`src/rtl/game_timer_pkg.sv`:
```
// Shared constants for the game tick scheduler.
//   NCH            : number of timer channels
//   chan_e         : channel index names (alien march, player shot, alien shot, UFO)
//   DEF_*          : default channel-0 floor and reset periods
package game_timer_pkg;

    localparam int unsigned NCH = 4;

    typedef enum logic [1:0] {
        CH_MARCH = 2'd0,
        CH_PSHOT = 2'd1,
        CH_ASHOT = 2'd2,
        CH_UFO   = 2'd3
    } chan_e;

    localparam int unsigned DEF_MINP  = 4;
    localparam int unsigned DEF_INIT0 = 32;
    localparam int unsigned DEF_INIT1 = 2;
    localparam int unsigned DEF_INIT2 = 8;
    localparam int unsigned DEF_INIT3 = 255;

endpackage

```
`src/rtl/tick_prescaler.sv`:
```
// Base-tick prescaler: counts 0..DIV-1 and wraps, frozen while paused.
//   CLK   : system clock
//   Rst   : synchronous active-low reset
//   Pause : hold the count
//   Tick  : strobe, high during the final count cycle when not paused.
//           The parent registers it, so the visible tick lands one cycle later.
module tick_prescaler #(
    parameter int unsigned DIV = 50000
) (
    input  logic CLK,
    input  logic Rst,
    input  logic Pause,
    output logic Tick
);

    localparam int unsigned   CW   = (DIV > 1) ? $clog2(DIV) : 1;
    localparam logic [CW-1:0] LAST = CW'(DIV - 1);

    logic [CW-1:0] cnt;

    always_ff @(posedge CLK) begin
        if (!Rst) begin
            cnt <= '0;
        end else if (!Pause) begin
            cnt <= (cnt == LAST) ? '0 : cnt + 1'b1;
        end
    end

    assign Tick = Rst && !Pause && (cnt == LAST);

endmodule

```
`src/rtl/game_tick_sched.sv`:
```
// Game tick scheduler: a base-tick prescaler plus four period channels,
// each firing once every P base ticks.
//   CLK     : system clock
//   Rst     : synchronous active-low reset
//   Pause   : freeze prescaler and channels; Tick/Fire stay low
//   Wr      : period write strobe (restarts the selected channel)
//   WrSel   : channel written by Wr
//   WrData  : new period, 0 disables the channel
//   SpeedUp : shorten channel-0 period by one, floored at MINP
//   Tick    : registered one-cycle base-tick pulse
//   Fire    : registered one-cycle pulse per channel
module game_tick_sched
    import game_timer_pkg::*;
#(
    parameter int unsigned DIV   = 50000,
    parameter int unsigned PW    = 8,
    parameter int unsigned MINP  = DEF_MINP,
    parameter int unsigned INIT0 = DEF_INIT0,
    parameter int unsigned INIT1 = DEF_INIT1,
    parameter int unsigned INIT2 = DEF_INIT2,
    parameter int unsigned INIT3 = DEF_INIT3
) (
    input  logic           CLK,
    input  logic           Rst,
    input  logic           Pause,
    input  logic           Wr,
    input  logic [1:0]     WrSel,
    input  logic [PW-1:0]  WrData,
    input  logic           SpeedUp,
    output logic           Tick,
    output logic [NCH-1:0] Fire
);

    localparam logic [PW-1:0] INIT_P [NCH] = '{PW'(INIT0), PW'(INIT1), PW'(INIT2), PW'(INIT3)};

    logic tick_now;

    tick_prescaler #(.DIV(DIV)) u_prescaler (
        .CLK   (CLK),
        .Rst   (Rst),
        .Pause (Pause),
        .Tick  (tick_now)
    );

    always_ff @(posedge CLK) begin
        if (!Rst) begin
            Tick <= 1'b0;
        end else begin
            Tick <= tick_now;
        end
    end

    for (genvar g = 0; g < NCH; g++) begin : g_ch
        localparam bit IS_MARCH = (g == int'(CH_MARCH));

        logic [PW-1:0] per;
        logic [PW-1:0] cnt;
        logic          fire_q;

        // A write restarts the channel and pre-empts both the tick and SpeedUp.
        // Reload uses the period held before any SpeedUp in the same cycle.
        always_ff @(posedge CLK) begin
            if (!Rst) begin
                per    <= INIT_P[g];
                cnt    <= INIT_P[g];
                fire_q <= 1'b0;
            end else begin
                fire_q <= 1'b0;
                if (Wr && (WrSel == 2'(g))) begin
                    per <= WrData;
                    cnt <= WrData;
                end else begin
                    if (per == '0) begin
                        cnt <= '0;
                    end else if (tick_now) begin
                        if (cnt <= PW'(1)) begin
                            cnt    <= per;
                            fire_q <= 1'b1;
                        end else begin
                            cnt <= cnt - 1'b1;
                        end
                    end
                    if (IS_MARCH && SpeedUp && (per > PW'(MINP))) begin
                        per <= per - 1'b1;
                    end
                end
            end
        end

        assign Fire[g] = fire_q;
    end

endmodule

```
`config.mk`:
```
export PLATFORM = sky130hd
export DESIGN_NAME = game_tick_sched
export DESIGN_NICKNAME = d
export VERILOG_FILES = /design/src/rtl/game_timer_pkg.sv /design/src/rtl/tick_prescaler.sv /design/src/rtl/game_tick_sched.sv
export SDC_FILE = /design/constraint.sdc
export NUM_CORES = 1
export LEC_CHECK = 0
export CORE_MARGIN = 5
export CORE_UTILIZATION = 39
export CTS_CLUSTER_SIZE = 40
export DETAILED_ROUTE_END_ITERATION = 10
export GPL_ROUTABILITY_DRIVEN = 0
export MAX_ROUTING_LAYER = met4
export PLACE_DENSITY = 0.66
export SETUP_SLACK_MARGIN = 0.3
export SYNTH_ARGS = -nofsm -noshare
export SYNTH_HDL_FRONTEND = slang
export SYNTH_HIERARCHICAL = 1
export SYNTH_SLANG_ARGS = --single-unit
```
`constraint.sdc`:
```
create_clock -name CLK -period 2.7 [get_ports CLK]
set_input_delay 0.81 -clock CLK [delete_from_list [all_inputs] [get_ports CLK]]
set_output_delay 0.81 -clock CLK [all_outputs]
set_load 0.05 [all_outputs]
```
==> results.env <==
RUN_STATUS='complete, no violations'
TIMING.FINAL.SETUP_VIOLATIONS=0
FP.COREAREA_UM2=11900
COMBINED_GLOBAL_ROUTE_UTILIZATION_OF_ALL_METAL_LAYERS_PCT=18.8
COUNT_OF_FLIP_FLOPS_WITH_A_BUILT_IN_ENABLE_AFTER_SYNTHESIS=0
REMAINING_DRC_ERRORS=0
MAX_CAP_VIOLATIONS=0
ANTENNA-DIODE-COUNT=0
GRT_PASS1_VIAS=4303
P_LEAK_nW=2.24
CRITICAL_PATH.CELL_CHAIN='clkdlybuf4s15_1 -> and3b_2 -> nand2_4 -> nor4_4 -> and4_4 -> buf_6 -> buf_16 -> and3_2 -> or4_4 -> a21oi_2'
SYNTHESIS.YOSYS.WARNINGS=6
POWER.NET_SWITCHING_mW=0.938
GRT_OVERFLOW_TOTAL=0
CLK_SLEW_ON_WORST_S_H_PATHS_PS=70
DEPTH_OF_THE_CRITICAL_TIMING_PATH_WITH_BUFFERS_AND_INVERTERS_INCLUDED=10
WORST_IR_DROP_VDD_mV=0.304
HTREE_NUM_LEVELS=3
CRITPATHTOPFAMILY='simple AND/OR/NAND/NOR gates'
ASYNC_FLOP_SHARE_PCT=0
SYNTH-MAIN-FF-CELL='sky130_fd_sc_hd__dfxtp_1'
CLOCK_LATENCY_PS=340
GRT_PASS1_WL_UM=21500
CRITICAL_PATH.N_BUFFERS_INVERTERS=3
PERIOD_NEEDED_PS=2330
AVGVIACOUNTPERCELL=5.88
TIMING_WORST_SLEW_PIN_VALUE_PS=982
POSTLAYOUTCOREUTIL_PCT=47.3
TRITONCTS='done'
REQUIRED_PS=2980
TIMING.FINAL.MAX_SLEW_VIOLATIONS=0
LAYOUT_COMMONEST_CELL='sky130_fd_sc_hd__nand2_1'
CELL_AREA_POWER_DENSITY_nW_PER_UM2=573
SYNTH_AREA_PER_CELL_UM2=8.20
ROWS=40
FINAL.FILL_COUNT=1149
FLOORPLAN.INITIALDENSITY_PCT=39.4
POST-ROUTE-PERIOD-UTIL_PCT=86.5
FINISHED_LAYOUT_CELL_AREA_UM2=5640
LAYOUT_COMMON_CELLS='86 x sky130_fd_sc_hd__nand2_1, 85 x sky130_fd_sc_hd__dfxtp_1, 44 x sky130_fd_sc_hd__a21oi_1, 39 x sky130_fd_sc_hd__nor2_1, 33 x sky130_fd_sc_hd__buf_4'
FIRST_PASS_ITERS=5
AREA_GROWTH_PCT=20.1
CLOCK_SINKS=85
FLOORPLAN.DIE.WIDTH_UM=120
TIMING.CRITICAL_PATH.FROM_TYPE='input port'
ROOT_BUFFER='sky130_fd_sc_hd__clkbuf_16'
RR_WORST_DEPTH=10
ARRIVAL_PS=2610
SW_SHARE_PCT=29.0
SYNTHDISTINCTLIBCELLS=75
CLOCK_POWER_SHARE_PCT=39.1
FLOORPLAN.DIE.HEIGHT_UM=120
DRIVE_GT1_SHARE_PCT=14.5
CRITICAL_PATH.SLOWEST_CELL='sky130_fd_sc_hd__or4_4'
DETAILED_PLACE_HPWL_UM=8940
SYN-INSTANCE-COUNT=573
CRITICAL_PATH.ENDPOINT_TYPE='flip-flop'
ROUTED_WL_UM=13100
SYNTH_AREA_UM2=4700
WORST-PATH-MAX-FANOUT=5
SLEW_HEADROOM_PCT=33.9
GRT_ANTENNA_BEFORE_REPAIR=0
MULTI_INPUT_COMB_AREA_UM2=2810
DETAIL-ROUTE-ANTENNA-NETS=0
CLOCKBUFFERDEPTH=2
SYNTH.NET_COUNT=599
HOLD_PATH_CLASS='flip-flop to flip-flop'
FLOORPLAN.DIE_AREA_UM2=14300
NUM_IO_PINS=20
PATH_CLASS='input port to flip-flop'
MAX_STAGE_DELAY_PS=480
AVGROUTEDWIREPERCELL_UM=17.0
WORSTHOLDPATHCELLS=2
YS_FF_LATCH=85
NETS=642
POWER.COMBINATIONAL.FRACTION_PCT=17.1
POSTCTSHOLDBUFS=0
SEQCELLAREA_UM2=1700
VIAS=4519
IO_BUFFER_COUNT=19
DPL_CELL_AREA_UM2=5160
TIMING_HOLD_VIOLATIONS_FINAL=0
LARGEST_NET_DEGREE_AT_THE_START_OF_GLOBAL_ROUTING=36
TIMING.CLOCK.SKEW_PS=10.6
GRT_SETUP_UNREPAIRED='yes'
FMAXACHIEVABLE_MHz=428
P_SEQ_SHARE_PCT=43.8
CELL_INTERNAL_PWR_mW=2.29
YS_SEQ_AREA_SHARE_PCT=36.2
DRT_ITER0_DRC=442
CTS-BUFFERS-INSERTED=9
==> registers in the layout, indices dropped and copies added (netlist names) <==
register	cells
Tick	1
u_prescaler/cnt	16
g_ch.fire_q	4
g_ch.cnt	32
g_ch.per	32
==> stage by stage <==
step / std cells / total power [mW] / worst slack (ps) / TNS, ps / hold WS (ps)
detailed placement: 744 / 1.97 / -216 / -1760 / 451
finish: 768 / 3.23 / 365 / 0 / 461
global route: 768 / 3.38 / 294 / 0 / 484
global placement: 744 / 1.96 / -163 / -1340 / 449
floorplan: 573 / 1.80 / 336 / 0 / 430
CTS: 767 / 3.25 / 312 / 0 / 461
==> worst min-delay path, stage by stage, from the launching register on <==
cell	delay (ps)
sky130_fd_sc_hd__dfxtp_1	320
sky130_fd_sc_hd__nand2_1	60
sky130_fd_sc_hd__nand2_1	40
==> per-layer routing <==
metal | track usage (%) | vias to the layer above | share of wire (%)
met4 | 5.87 | 0 | 2.4
met5 | - | - | 0
li1 | - | 2183 | -
met1 | 23.7 | 2148 | 44
met3 | 4.24 | 30 | 6.3
met2 | 30.2 | 158 | 47
==> area by class of cell <==
type	instances	share of cell area (%)
well taps	147	3.26
clock inverters	7	1.42
multi-input cells	437	49.9
flip-flops and latches	85	30.2
repair buffers	57	9.30
repair inverters	1	0.155
inverters	25	1.80
clock buffers	9	3.99
==> timing repair <==
item                       4_1_cts  5_1_grt
gates cloned                     2        0
gates resized for setup         15       12
buffers inserted                 5        1
setup endpoints to repair       11       35
hold endpoints to repair         0        0
pin swaps                        8        4
==> final timing paths <==
path | from | to | slack, ps
setup / recovery | Pause | g_ch[2].cnt[4]$_SDFFE_PN0P_ | 370
hold / removal | g_ch[3].per[3]$_SDFFE_PN1P_ | g_ch[3].per[3]$_SDFFE_PN1P_ | 460
setup reg to reg | u_prescaler/cnt[0]$_SDFFE_PN0N_ | g_ch[2].cnt[4]$_SDFFE_PN0P_ | 440
hold reg to reg | g_ch[3].per[3]$_SDFFE_PN1P_ | g_ch[3].per[3]$_SDFFE_PN1P_ | 460
==> power by group through the flow <==
| stage | logic, mW | registers [mW] | clock network [mW] |
|---|---|---|---|
| final | 0.552 | 1.42 | 1.26 |
| after global routing | 0.603 | 1.43 | 1.35 |
| after CTS | 0.541 | 1.41 | 1.29 |
| after detailed placement | 0.534 | 1.44 | 0 |
| after global placement | 0.519 | 1.44 | 0 |
| after floorplan | 0.387 | 1.41 | 0 |
==> cell families after synthesis <==
| group | Yosys count | synth area share [%] |
|---|---|---|
| compound gates | 152 | 21.8 |
| xor+xnor | 22 | 4.10 |
| fa+ha+maj | 11 | 2.93 |
| buf+inv | 51 | 5.17 |
| flops | 85 | 36.2 |
| mux | 15 | 3.25 |
| simple gates | 237 | 26.5 |
==> synthesized netlist by cell type (3+ instances only) <==
cell	n	area share (%)
sky130_fd_sc_hd__nor3_1	19	2.0
sky130_fd_sc_hd__clkbuf_1	15	1.2
sky130_fd_sc_hd__xor2_1	11	2.1
sky130_fd_sc_hd__nand2b_1	7	0.93
sky130_fd_sc_hd__and2_1	5	0.67
sky130_fd_sc_hd__and3b_1	3	0.56
sky130_fd_sc_hd__nor2_1	40	3.2
sky130_fd_sc_hd__nand4b_1	3	0.56
sky130_fd_sc_hd__and3_1	8	1.1
sky130_fd_sc_hd__nand3_1	8	0.85
sky130_fd_sc_hd__o211ai_1	8	1.3
sky130_fd_sc_hd__o21ai_0	27	2.9
sky130_fd_sc_hd__nor4_1	12	1.6
sky130_fd_sc_hd__o31ai_1	7	1.1
sky130_fd_sc_hd__nand2_1	87	7.0
sky130_fd_sc_hd__nor3b_1	5	0.80
sky130_fd_sc_hd__a31oi_1	12	1.6
sky130_fd_sc_hd__ha_1	11	2.9
sky130_fd_sc_hd__nand4_1	9	1.2
sky130_fd_sc_hd__mux2i_1	13	2.8
sky130_fd_sc_hd__inv_1	25	2.0
sky130_fd_sc_hd__nand3b_1	4	0.64
sky130_fd_sc_hd__a21oi_1	46	4.9
sky130_fd_sc_hd__dfxtp_1	85	36
sky130_fd_sc_hd__or3_1	4	0.53
sky130_fd_sc_hd__a211o_1	3	0.56
sky130_fd_sc_hd__o2bb2ai_1	3	0.56
sky130_fd_sc_hd__a21o_1	8	1.3
sky130_fd_sc_hd__a311oi_1	3	0.56
sky130_fd_sc_hd__a211oi_1	4	0.64
sky130_fd_sc_hd__buf_4	5	0.80
sky130_fd_sc_hd__xnor2_1	11	2.1
sky130_fd_sc_hd__buf_6	4	0.96
sky130_fd_sc_hd__o41ai_1	4	0.75
No activity file was read; power rests on OpenSTA's default activity.
